<file path="src/rtl/if_stage.sv">
// Purpose : instruction fetch stage; owns the PC, drives instruction memory, registers IF/ID.
// Latency : one cycle from im_addr to ifid_instr/ifid_pc4/ifid_valid.
// Backpr. : stall holds PC and IF/ID; flush bubbles IF/ID and holds PC; br_taken wins over both.
//
// Ports:
//   clk, rst              rising-edge clock, synchronous active-high reset
//   stall, flush          hold / bubble controls from the hazard unit
//   br_taken, br_target   fetch redirect (target is forced word aligned)
//   im_addr, im_instr     combinational instruction memory interface (im_addr == PC)
//   ifid_instr, ifid_pc4, ifid_valid   IF/ID pipeline register
//   halted                fetch is parked in HALT after fetching HALT_WORD
//   fetch_cnt             (only with IF_STAGE_PERF_CNT_EN) saturating count of valid IF/ID loads
//
// Optional feature macro: IF_STAGE_PERF_CNT_EN

module if_stage #(
    parameter logic [31:0] RESET_PC  = 32'h0000_0000,
    parameter logic [31:0] HALT_WORD = 32'hFFFF_FFFF
) (
    input  logic        clk,
    input  logic        rst,
    input  logic        stall,
    input  logic        flush,
    input  logic        br_taken,
    input  logic [31:0] br_target,
    output logic [31:0] im_addr,
    input  logic [31:0] im_instr,
    output logic [31:0] ifid_instr,
    output logic [31:0] ifid_pc4,
    output logic        ifid_valid,
    output logic        halted
`ifdef IF_STAGE_PERF_CNT_EN
    ,
    output logic [31:0] fetch_cnt
`endif
);

    typedef enum logic {
        RUN  = 1'b0,
        HALT = 1'b1
    } state_t;

    state_t      state;
    state_t      state_nxt;
    logic [31:0] pc;
    logic [31:0] pc_nxt;
    logic [31:0] pc_plus4;
    logic [31:0] ifid_instr_nxt;
    logic [31:0] ifid_pc4_nxt;
    logic        ifid_valid_nxt;
    logic        load_valid;   // this edge writes a real instruction into IF/ID

    // Low target bits are discarded by the word-alignment of the redirect.
    logic        unused_br_low;
    assign unused_br_low = ^br_target[1:0];

    // 32-bit add wraps naturally: FFFF_FFFC + 4 -> 0000_0000.
    assign pc_plus4 = pc + 32'd4;
    assign im_addr  = pc;
    assign halted   = (state == HALT);

    always_comb begin
        state_nxt      = state;
        pc_nxt         = pc;
        ifid_instr_nxt = ifid_instr;
        ifid_pc4_nxt   = ifid_pc4;
        ifid_valid_nxt = ifid_valid;
        load_valid     = 1'b0;

        if (br_taken) begin
            // Redirect has top priority in both states and always leaves HALT.
            state_nxt      = RUN;
            pc_nxt         = {br_target[31:2], 2'b00};
            ifid_instr_nxt = 32'd0;
            ifid_pc4_nxt   = 32'd0;
            ifid_valid_nxt = 1'b0;
        end else begin
            unique case (state)
                RUN: begin
                    if (flush) begin
                        ifid_instr_nxt = 32'd0;
                        ifid_pc4_nxt   = 32'd0;
                        ifid_valid_nxt = 1'b0;
                    end else if (!stall) begin
                        ifid_instr_nxt = im_instr;
                        ifid_pc4_nxt   = pc_plus4;
                        ifid_valid_nxt = 1'b1;
                        load_valid     = 1'b1;
                        if (im_instr == HALT_WORD) begin
                            // The halt word itself goes to decode; PC parks on it.
                            state_nxt = HALT;
                        end else begin
                            pc_nxt = pc_plus4;
                        end
                    end
                end
                HALT: begin
                    // stall and flush are ignored here; IF/ID is bubbled every cycle.
                    ifid_instr_nxt = 32'd0;
                    ifid_pc4_nxt   = 32'd0;
                    ifid_valid_nxt = 1'b0;
                end
                default: state_nxt = RUN;
            endcase
        end
    end

    always_ff @(posedge clk) begin
        if (rst) begin
            state      <= RUN;
            pc         <= RESET_PC;
            ifid_instr <= 32'd0;
            ifid_pc4   <= 32'd0;
            ifid_valid <= 1'b0;
        end else begin
            state      <= state_nxt;
            pc         <= pc_nxt;
            ifid_instr <= ifid_instr_nxt;
            ifid_pc4   <= ifid_pc4_nxt;
            ifid_valid <= ifid_valid_nxt;
        end
    end

`ifdef IF_STAGE_PERF_CNT_EN
    always_ff @(posedge clk) begin
        if (rst) begin
            fetch_cnt <= 32'd0;
        end else if (load_valid && (fetch_cnt != 32'hFFFF_FFFF)) begin
            fetch_cnt <= fetch_cnt + 32'd1;
        end
    end
`else
    logic unused_load_valid;
    assign unused_load_valid = load_valid;
`endif

endmodule

</file>
<file path="config.mk">
export PLATFORM = sky130hd
export DESIGN_NAME = if_stage
export DESIGN_NICKNAME = d
export VERILOG_FILES = /design/src/rtl/if_stage.sv
export SDC_FILE = /design/constraint.sdc
export NUM_CORES = 1
export LEC_CHECK = 0
export CAP_MARGIN = 20
export CELL_PAD_IN_SITES_DETAIL_PLACEMENT = 1
export CELL_PAD_IN_SITES_GLOBAL_PLACEMENT = 2
export CORE_MARGIN = 4
export CORE_UTILIZATION = 27
export DETAILED_ROUTE_END_ITERATION = 7
export PLACE_DENSITY = 0.83
export SLEW_MARGIN = 25
export SYNTH_ARGS = -nofsm -noshare
export SYNTH_HDL_FRONTEND = slang
export SYNTH_SLANG_ARGS = --single-unit
</file>
<file path="constraint.sdc">
create_clock -name clk -period 5.65 [get_ports clk]
set_input_delay 0.8475 -clock clk [delete_from_list [all_inputs] [get_ports clk]]
set_output_delay 0.8475 -clock clk [all_outputs]
set_load 0.005 [all_outputs]
</file>
==> qor.yml, run 1 <==
drt:
  drt_iter0_drc: 226
  drt-pass1-iter-count: 5
  wl_mm: 16.37
  drt-wirelength-per-cell_um: 18.60
  drc_errors: 0
  vias: 4546
  ant_nets: 0
  routed_via_density: 5.166
grt:
  grt_max_degree: 55
  grt.overflow.total: 0
  antenna_found_initial: 1
  first_global_vias: 4667
  grt_usage_pct: 17.50
  grt_pass1_wl_mm: 25.90
layout:
  instances_no_fill: 880
  area_delta_synth_final_pct: 46.27
  fill_cells: 1846
  fin_util_pct: 40.81
  drive_gt1_share_pct: 6.627
  register_area_mm2: 0.001882
  diodes: 0
  layout.nets: 729
  multi_input_area_mm2: 0.002395
yosys:
  yosysWarnings: 0
  post-synth-top-count-cell: "dfxtp_1"
  synth_compound_gate_area_share_pct: 21.17
  synth_xor_area_share_pct: 8.405
  ys_seq_elements: 94
  yosysTopAreaCell: "dfxtp_1"
  ys_seq_area_share_pct: 42.00
  yosysTopAreaCellShare_pct: 42.00
  synth_ff_type: "dfxtp_1"
  muxShareOfSynthArea_pct: 0
  syn-cell-area_mm2: 0.004481
  synth-edff-count: 0
  ys_async_sr_fraction_pct: 0
  synth_top_family_by_area: "simple AND/OR/NAND/NOR gates"
  postSynthCellCount: 522
  yosys.cell_types.count: 43
  synthSimpleGateAreaFrac_pct: 22.62
  synthAdderAreaFrac_pct: 0.2793
  synth_area_per_cell_um2: 8.583
  synthTopCellsByArea: "dfxtp_1, a22oi_1, nor2_1"
  ys_top_cells_by_count: "dfxtp_1, nor2_1, a22oi_1"
place:
  hpwl_mm: 12.02
  dpl.cell_count: 863
  portBuffers: 160
  pre_cts_ws_ns: 2.057
  gp_congestion: 0.8305
cts:
  post_cts_buffers: 0
  cts_buffers: 9
  hold_buffers: 0
  root_buffer: "clkbuf_16"
  cts_tree: "yes"
  clk_latency_ns: 0.34
  cts_sinks: 94
  clk_transition_reported_paths_ns: 0.07
  cts.htree.levels: 3
  cts-resized-gates: 0
  cts_buffer_depth: 2
timing:
  max_slew.worst_pin.slew_ns: 0.7403
  hold_viol: 0
  max_freq_mhz: 335.9
  finalMaxSlewViolations: 0
  relSlewSlack_pct: 50.52
  rsz0062_at_grt: "false"
  min_period_ns: 2.977
  setup_viol: 0
  post-route-period-util_pct: 52.70
  skew_ns: 0.006876
  fin_tns_setup_ns: 0
  timing.final.ws_setup_ns: 2.673
floorplan:
  die-area_mm2: 0.01872
  coreArea_mm2: 0.01606
  boundaryPins: 167
  die_y_um: 136.8
  initial_core_util_pct: 27.90
  rows: 46
  dieWidth_um: 136.8
run_status:
  status: "complete, no violations"
min_path:
  hp-class: "flip-flop to flip-flop"
  hold_start: "ifid_pc4[22]"
worst_setup_path:
  cp-start-kind: "primary input"
  critPathKind: "primary input to flip-flop"
  cp-startpoint: "flush"
  r2r-start: "im_addr[3]"
  end_kind: "flip-flop"
  worstPathRequired_ns: 5.88
  critical_path_arrival_ns: 3.21
  path_max_fanout: 16
flow_run:
  maxCapViolCount: 0
power:
  peakVddDrop_mv: 0.1181
  p_leak_nw: 2.204
  p_per_area_mw_per_mm2: 232.2
## kinds of logic (layout without fill, tap and decap cells)
group,after synthesis,after routing
other,1,4
buffers and inverters,57,196
adder cells (fa/ha/maj),1,1
flip-flops,94,94
XOR/XNOR,43,43
AND/OR/NAND/NOR,202,202
AO/OA/AOI/OAI,124,124
## cell usage in the layout (no fill, tap or decap), types with 2 or more instances in the layout
cell,n
or4_1,2
conb_1,4
nor3_1,9
or3_1,8
a22oi_1,48
inv_1,8
a21oi_1,4
nor4_2,3
xor2_1,15
clkinvlp_4,2
nand2_1,29
nand4_1,17
clkdlybuf4s50_1,160
a32o_1,4
and4_1,9
and3_1,17
nor4_1,3
nor4b_1,2
clkbuf_16,9
a211o_1,4
buf_4,11
and2_1,2
a2111oi_0,5
a2111oi_2,6
dfxtp_1,94
nor3b_1,2
a211oi_1,27
o21ai_0,19
a311oi_1,3
xnor2_1,28
clkinv_4,2
nor2_1,78
nand3_1,14
## flip-flops by register name, indices dropped and copies added, names as in the netlist
name / flops
halted: 1
ifid_instr: 32
ifid_valid: 1
ifid_pc4: 30
im_addr: 30
## metrics by stage
stage / cell area (µm²) / power, mW / hold slack [ns]
6_report: 6554 / 1.522 / 0.4502
5_1_grt: 6554 / 1.596 / 0.4758
4_1_cts: 6546 / 1.542 / 0.4576
3_5_place_dp: 6261 / 0.9507 / 0.4411
3_3_place_gp: 6261 / 0.9449 / 0.4380
2_1_floorplan: 4492 / 0.8201 / 0.4487
## routing by layer
metal	wire length (µm)	GRT usage, %	vias up	part of all wire, %
met5	13	0	-	0.079
met4	147	4.823	2	0.90
met3	1676	6.801	13	10
met2	7358	27.30	161	45
met1	7173	22.60	2185	44
li1	-	-	2185	-
## where the power goes
group	internal [mW]	total (mW)	switching [mW]	leakage (nW)
clock	0.313	0.587	0.274	0.135
combinational	0.119	0.212	0.0924	1.30
sequential	0.685	0.723	0.0382	0.767
total	1.12	1.52	0.404	2.20
## path summary, 6_finish.rpt
check / endpoint / slack (ns) / cells after the start
max: im_addr[4] / 2.67 / 6
max reg2reg: im_addr[30] / 2.92 / 6
min reg2reg: ifid_pc4[22] / 0.45 / 2
min: ifid_pc4[22] / 0.45 / 2
## worst max-delay path: stages
cell and delay [ns]:
clkdlybuf4s50_1 0.51, or3_1 0.71, a21oi_1 0.44, clkbuf_4 0.29, a211oi_1 0.08, a2111oi_0 0.32
## final cells by class
| type | count | share of cell area, % |
|---|---|---|
| Inverter | 8 | 0.4582 |
| Clock inverter | 6 | 0.7064 |
| Multi-Input combinational cell | 374 | 36.54 |
| Tap cell | 216 | 4.124 |
| Clock buffer | 10 | 3.646 |
| Timing Repair Buffer | 172 | 25.81 |
| Sequential cell | 94 | 28.71 |
No activity file was read; power rests on OpenSTA's default activity.
==> run 2, diff against run 1 <==
CORE_UTILIZATION = 23   (was 27)
PLACE_DENSITY = 0.75   (was 0.83)
clock period = 2.5 ns   (was 5.65 ns; I/O delays follow)
==> run 2 against run 1 <==
Effect of this change: hold slack better by 0.013 ns; power up 140%; critical endpoint is now im_addr[30]; critical path depth unchanged; register-to-register slack worse by 2.7 ns; largest power group unchanged; sequential share of layout area down 1.9 points; clock-buffer cell count down 1; non-clock buffer count up 45; global-route usage down 1.2 points; via count up 2.8%; sequential power up 120%; cell count up 10%.
==> qor.yml, run 2 (same netlist as run 1, synthesis figures left out) <==
run_status:
  status: "complete, no violations"
drt:
  drc_errors: 0  # unchanged
  ant_nets: 0  # unchanged
  drt_iter0_drc: 205  # -9.3%
  wl_mm: 17.78  # +8.6%
  vias: 4674  # +2.8%
  routed_via_density: 4.829  # -6.5%
  drt-pass1-iter-count: 4  # -1
  drt-wirelength-per-cell_um: 18.36  # -1.3%
timing:
  finalMaxSlewViolations: 0  # unchanged
  post-route-period-util_pct: 90.62
  hold_viol: 0  # unchanged
  setup_viol: 0  # unchanged
  max_slew.worst_pin.slew_ns: 0.5837  # -0.1567 ns
  relSlewSlack_pct: 61.09  # +11 points
  min_period_ns: 2.265
  rsz0062_at_grt: "false"
  max_freq_mhz: 441.4
  skew_ns: 0.003137  # -0.003739 ns
grt:
  first_global_vias: 5116  # +9.6%
  grt_max_degree: 50  # -9.1%
  grt_pass1_wl_mm: 28.59  # +10%
  grt_usage_pct: 16.33  # -1.2 points
  antenna_found_initial: 1  # unchanged
  grt.overflow.total: 0  # unchanged
layout:
  fill_cells: 2179  # +18%
  final_cell_area_mm2: 0.007008  # +6.9%
  instances_no_fill: 968  # +10%
  regMostFlops: "ifid_instr"
  fin_util_pct: 36.97  # -3.8 points
  diodes: 0  # unchanged
  layout.nets: 774  # +6.2%
  layout_common_cells: "clkdlybuf4s50_1, dfxtp_1, nor2_1"
  area_delta_synth_final_pct: 56.41
  multi_input_area_mm2: 0.002397  # +0.10%
  final_common_cell: "clkdlybuf4s50_1"
  register_area_mm2: 0.001882  # unchanged
  drive_gt1_share_pct: 12.57  # +5.9 points
  largest_register_ffs: 32  # unchanged
cts:
  clk_transition_reported_paths_ns: 0.07  # about the same
  root_buffer: "clkbuf_16"
  cts_sinks: 94  # unchanged
  cts_buffers: 9  # unchanged
  cts-resized-gates: 0  # unchanged
  hold_buffers: 0  # unchanged
  cts_tree: "yes"
  cts_buffer_depth: 2  # unchanged
  cts.htree.levels: 3  # unchanged
  post_cts_buffers: 0  # unchanged
  clk_latency_ns: 0.35  # about the same
min_path:
  hp-class: "flip-flop to flip-flop"
worst_setup_path:
  critical_path_arrival_ns: 2.49  # -0.72 ns
  worstPathRequired_ns: 2.73  # -3.15 ns
  critPathKind: "flip-flop to flip-flop"
  end_kind: "flip-flop"
  cp-start-kind: "flip-flop"
  path_max_fanout: 5  # -11
power:
  p_leak_nw: 2.460  # +12%
  total_power_mw: 3.683  # +140%
  peakVddDrop_mv: 0.3148  # +170%
  p_per_area_mw_per_mm2: 525.5  # +130%
place:
  hpwl_mm: 13.38  # +11%
  portBuffers: 160  # unchanged
  dpl.cell_count: 953  # +10%
  gp_congestion: 0.7939  # -4.4%
  place_area_mm2: 0.006689  # +6.8%
flow_run:
  maxCapViolCount: 0  # unchanged
floorplan:
  die-area_mm2: 0.02178  # +16%
  boundaryPins: 167  # unchanged
  dieWidth_um: 147.6  # +7.9%
  initial_core_util_pct: 23.64  # -4.3 points
  die_y_um: 147.6  # +7.9%
  coreArea_mm2: 0.01896  # +18%
  rows: 50  # +8.7%
[run 2: cell types whose count changed in the layout (fill, tap and decap cells not counted), sizes merged]
cell and delta:
bufinv +2, inv +1, buf +46, clkinvlp -1
clkinv -2, clkbuf -2
[run 2: per-stage QoR]
step | hold WS, ns | setup slack (ns) | setup TNS, ns
6_report | 0.4635 | 0.2346 | 0
5_1_grt | 0.4968 | 0.02209 | 0
4_1_cts | 0.4707 | 0.2353 | 0
3_5_place_dp | 0.4536 | -0.09433 | -0.8143
3_3_place_gp | 0.4360 | -0.07319 | -0.1340
2_1_floorplan | 0.4487 | 0.2275 | 0
[run 2: report_power, final]
group	internal, mW	total [mW]	switching, mW
logic	0.314	0.583	0.269
clock network	0.881	1.51	0.626
registers	1.55	1.59	0.0443
total	2.74	3.68	0.940
[run 2: critical path: stages, from the launching register on]
cell     delay (ns)
dfxtp_1        0.34
ha_1           0.19
nand3_1        0.13
or4_4          0.56
nor4_1         0.47
o22ai_1        0.15
or3_1          0.33
[run 2: metal layers]
layer  share of wire (%)  track usage (%)  vias to the layer above
li1                    -                -                     2268
met1                  43            19.70                     2250
met2                  48            27.64                      140
met3                 7.1            6.070                       14
met4                 1.2            3.914                        2
met5                0.11                0                        -
[run 2: worst paths after layout]
check / start / to / slack [ns] / cells after the start
max: im_addr[2] / im_addr[30] / 0.23 / 6
min: ifid_pc4[25] / ifid_pc4[25] / 0.46 / 2
max reg2reg: im_addr[2] / im_addr[30] / 0.23 / 6
min reg2reg: ifid_pc4[25] / ifid_pc4[25] / 0.46 / 2
[run 2: final cells by class]
class                   count  share of cell area (%)
multi-input cells         374                   34.21
repair buffers            217                   29.32
flip-flops and latches     94                   26.85
well taps                 260                   4.642
clock buffers               9                   3.214
clock inverters             6                   1.339
inverters                   8                  0.4285
==> run 3, diff against run 2 <==
CAP_MARGIN = unset   (was 20)
==> results of run 3 <==
No change in the layout: final DEF, timing and power equal those of run 2.
==> RTL change 1: new RTL, settings of run 2 <==
`ifid_instr` no longer has a reset.
--- a/src/rtl/if_stage.sv
+++ b/src/rtl/if_stage.sv
@@ -109,16 +109,18 @@
         if (rst) begin
             state      <= RUN;
             pc         <= RESET_PC;
-            ifid_instr <= 32'd0;
             ifid_pc4   <= 32'd0;
             ifid_valid <= 1'b0;
         end else begin
             state      <= state_nxt;
             pc         <= pc_nxt;
-            ifid_instr <= ifid_instr_nxt;
             ifid_pc4   <= ifid_pc4_nxt;
             ifid_valid <= ifid_valid_nxt;
         end
+    end
+
+    always_ff @(posedge clk) begin
+        ifid_instr <= ifid_instr_nxt;
     end
 
 `ifdef IF_STAGE_PERF_CNT_EN
Function: changed (a bounded check fails within 4 cycles, from zero or initial values and one cycle with rst high).
==> RTL change 1 against run 2 <==
- cell area decreased by 6.6%
- worst setup slack improved by 2.0 ps
- first-iteration DRC count shrank 4.4%
- synthesized cell count is 3.6% lower
- routed wire length is 6.1% lower
- sequential cell count did not move
- total power fell by 2.8%
- global-route usage decreased by 0.33 points
- clock power shrank 5%
- worst hold slack lost 33 ps
- area after synthesis is 4.0% lower
- final cell count shrank 7.6%
- largest cell class unchanged
==> RTL change 1: results (changes against run 2) <==
Placed design
  – Setup WS pre-CTS: 41.34 ps (was -94.33 ps)
  – Placer Congestion: 0.7806 (was 0.7939)
  – Placed Area: 6236 sq um (was 6689 sq um)
  – Hpwl dp: 12.48 mm (was 13.38 mm)

Finish
  – Area grow syn2layout: 52.14% (was 56.41%)
  – Share of layout cells above drive strength 1: 8.283% (was 12.57%)
  – Invs w/o clock: 12 (was 8)
  – # nets final: 729 (was 774)
  – Fillers: 2071 (was 2179)
  – Buffering overhead: 27.91% (was 29.32%)
  – Non-clock buffers: 189 (was 217)

Pwr
  – Leakage: 2.281 nW (was 2.460 nW)
  – Combinational power: 0.521 mW (was 0.583 mW)
  – Clock power share: 40.4% (was 40.9%)

Logic synthesis
  – Synthesized area: 4303 sq um (was 4481 sq um)
  – Sequential-to-total area share from yosys stat: 43.73% (was 42.00%)

Run status
  – Status: finished, final reports clean (unchanged)

STA
  – Setup Skew: 7.348 ps (was 3.137 ps)

GRT
  – Vias in the first global route: 4777 (was 5116)
  – Pin count of the biggest net entering global routing: 44 (was 50)
  – First-pass GRT wire length: 26.33 mm (was 28.59 mm)
  – Initial antenna violation count: 3 (was 1)
  – Met3 usage: 3.878% (was 6.070%)
  – Global Route met2 Usage: 26.82% (was 27.64%)

Worst hold path
  – Min-delay src: br_taken (was ifid_pc4[25])
  – Worst hold path type: input port to register (was register to register)

Critical path
  – CP Data Arrival Time: 2520 ps (was 2490 ps)
  – Largest fanout on the critical path: 7 (was 5)
  – CP max-delay cell: or4_1 (was or4_4)

Drt
  – Met1 wire length: 7.378 mm (was 7.693 mm)
  – Vias per cell: 5.001 (was 4.829)
==> RTL change 1: cell count changes after synthesis, sizes merged, moves of 5 or more <==
cell,delta
a211oi,-17
a22oi,-6
a311oi,+14
and3,-6
nand3,-5
nor2,-10
nor3,-7
o21ai,+17
or3,+11
xnor2,-18
==> RTL change 1: tightest hold or removal path, delay by kind of cell <==
kind            cells  cell delay (ps)
buf+inv             1              180
simple gates        1               90
compound gates      1               70
==> RTL change 1: worst paths after layout <==
| kind | to | slack (ps) |
|---|---|---|
| worst min register to register | ifid_pc4[25] | 460 |
| worst max register to register | im_addr[22] | 240 |
| worst min-delay path | im_addr[25] | 430 |
| worst max-delay path | im_addr[22] | 240 |
==> RTL change 1: cells by family after synthesis <==
kind of cell | Yosys count | share of synthesized area, %
flip-flops | 94 | 43.73
AO/OA/AOI/OAI | 130 | 20.99
AND/OR/NAND/NOR | 189 | 23.15
XOR/XNOR | 29 | 5.903
other | 1 | 0.08715
buffers and inverters | 59 | 5.845
adder cells (fa/ha/maj) | 1 | 0.2907
==> RTL change 2: new RTL, settings of run 2 <==
Made on the original files. Build with the macro `IF_STAGE_PERF_CNT_EN` defined.
--- a/src/rtl/if_stage.sv
+++ b/src/rtl/if_stage.sv
@@ -12,6 +12,8 @@
 //   fetch_cnt             (only with IF_STAGE_PERF_CNT_EN) saturating count of valid IF/ID loads
 //
 // Optional feature macro: IF_STAGE_PERF_CNT_EN
+
+`define IF_STAGE_PERF_CNT_EN
 
 module if_stage #(
     parameter logic [31:0] RESET_PC  = 32'h0000_0000,
Check against the original RTL (old outputs only; new: fetch_cnt): equivalent (Yosys induction, for registers that start in step).
==> RTL change 2 against run 2 <==
- routed wire length increased by 31%
- synthesized cell count is 31% higher
- combinational power shrank 3%
- sequential power up 33%
- worst setup slack worse by 160 ps
- total power grew 36%
- sequential cell count is 32 higher
- largest power group is now clock
- cell area up 30%
- area after synthesis up 31%
- final cell count is 29% higher
- global-route usage decreased by 0.13 points
==> RTL change 2: results (changes against run 2) <==
Clocking
  – CTS Buffer Depth: 2 (unchanged)
  – TritonCTS Buffers: 17 (was 9)
  – Clock Latency Late Sink: 420 ps (was 350 ps)
  – CTS clk-pin slew, worst paths: 60 ps
  – H-tree depth: 4 (was 3)
  – Root buf cell: clkbuf_16 (unchanged)

Critical path
  – CP max-delay cell: or4_4 (unchanged)
  – R2R Path End: fetch_cnt[31] (was im_addr[30])
  – Critical R2R Launch: halted (was im_addr[2])
  – R2R setup slack: 140 ps (was 230 ps)
  – Largest fanout on the critical path: 9 (was 5)
  – Delay-heaviest family, CP: simple AND/OR/NAND/NOR gates (unchanged)
  – Crit-path max cell delay: 550 ps
  – R2R cell count: 5 (was 6)
  – CP Data Arrival Time: 2770 ps (was 2490 ps)

Placed design
  – Placer Congestion: 0.7720 (was 0.7939)
  – Placed Area: 8557 sq um (was 6689 sq um)
  – Hpwl dp: 17.57 mm (was 13.38 mm)
  – IO Port Bufs: 192 (was 160)
  – Setup WS pre-CTS: -509.1 ps (was -94.33 ps)

GRT
  – Pin count of the biggest net entering global routing: 44 (was 50)
  – Vias in the first global route: 6326 (was 5116)
  – Total GRT Usage: 16.19% (was 16.33%)
  – First-pass GRT wire length: 36.20 mm (was 28.59 mm)
  – Initial antenna violation count: 1 (unchanged)

Pwr
  – Leakage: 3.044 nW (was 2.460 nW)
  – Switch Pwr: 1.255 mW (was 0.9396 mW)
  – Sequential share of power: 42.2% (was 43.2%)
  – Peak VDD IR: 0.3435 mV (was 0.3148 mV)
  – Logic gate share of total power: 11.3% (was 15.8%)

Logic synthesis
  – Synth top area cells: dfxtp_1 43%, a22oi_1 5.8%, nor2_1 5.4% (was dfxtp_1 42%, a22oi_1 8.0%, nor2_1 6.5%)
  – Ys Warns: 0 (unchanged)
  – Largest area contributor in the netlist: dfxtp_1 (unchanged)
  – Commonest cells in the netlist: 126 x dfxtp_1, 84 x nor2_1, 49 x clkbuf_1 (was 94 x dfxtp_1, 78 x nor2_1, 48 x a22oi_1)
  – Netlist cell types: 47 (was 43)
  – Share of synthesized registers carrying an async set or reset: 0% (unchanged)
  – Sequential-to-total area share from yosys stat: 43.04% (was 42.00%)

Worst hold path
  – Min-delay src: rst (was ifid_pc4[25])
  – Worst hold path type: input port to register (was register to register)
  – Hold Path Depth: 2 (unchanged)
  – Hold Crit Endpoint: im_addr[20] (was ifid_pc4[25])

Finish
  – ANT cells: 0 (unchanged)
  – # nets final: 979 (was 774)
  – Largest regs: fetch_cnt (32), ifid_instr (32)
  – Share of layout cells above drive strength 1: 12.16% (was 12.57%)

Drt
  – Vias post-DR: 6153 (was 4674)
  – Initial drt markers: 240 (was 205)
  – Post-DRT Antenna Nets: 0 (unchanged)
  – First-pass detailed-route iteration total: 4 (unchanged)
  – Drt total wl: 23.27 mm (was 17.78 mm)

STA
  – Setup Skew: 9.250 ps (was 3.137 ps)
  – Worst slew pin tran: 706.9 ps (was 583.7 ps)

Run status
  – Status: finished, final reports clean (unchanged)
==> RTL change 2: how the worst max path moves through the flow <==
stage	slack, ps	cells past startpoint	to	startpoint
after floorplan	-30	8	fetch_cnt[30]	flush
after global placement	-440	6	fetch_cnt[26]	flush
after detailed placement	-510	6	fetch_cnt[26]	flush
after CTS	20	6	fetch_cnt[31]	flush
after global routing	1	6	fetch_cnt[27]	flush
final	80	6	fetch_cnt[31]	flush
==> RTL change 2: timing repair <==
item	CTS	global route
resized for setup	3	1
buffers inserted	0	0
endpoints found under the setup margin	8	9
hold buffers	0	0
==> RTL change 2: through the flow <==
stage | power [mW] | TNS, ps | utilization, % | cells | hold slack, ps
finish | 4.999 | 0 | 36.30 | 1251 | 216.0
global route | 5.217 | 0 | 36.30 | 1251 | 220.3
CTS | 5.077 | 0 | 36.29 | 1251 | 203.1
detailed placement | 2.719 | -5975 | 34.08 | 1219 | 446.6
global placement | 2.714 | -4677 | 34.08 | 1219 | 441.7
floorplan | 2.368 | -87.21 | - | 686 | 448.3
==> RTL change 2: logic make-up after synthesis <==
family	count (synthesis)	share of synthesized area, %
simple gates	254	22.05
flops	126	43.04
buf+inv	69	4.697
fa+ha+maj	2	0.4269
compound gates	175	21.03
xor+xnor	44	6.576
mux	12	2.114
other cells	1	0.06399
==> RTL change 2: layout make-up <==
class,instances,area (sq um)
well taps,330,412.9
multi-input cells,491,3117
fillers,2962,15990
flip-flops and latches,126,2522
clock buffers,21,450.4
repair buffers,259,2470
inverters,13,48.80
clock inverters,11,93.84
==> RTL change 2: routing by layer <==
metal | global-route usage (%) | vias up | routed length (um)
met1 | 20.57 | 3008 | 10280
met5 | 0 | - | 13
li1 | - | 2984 | -
met2 | 26.78 | 122 | 11340
met3 | 3.565 | 37 | 922
met4 | 6.422 | 2 | 714
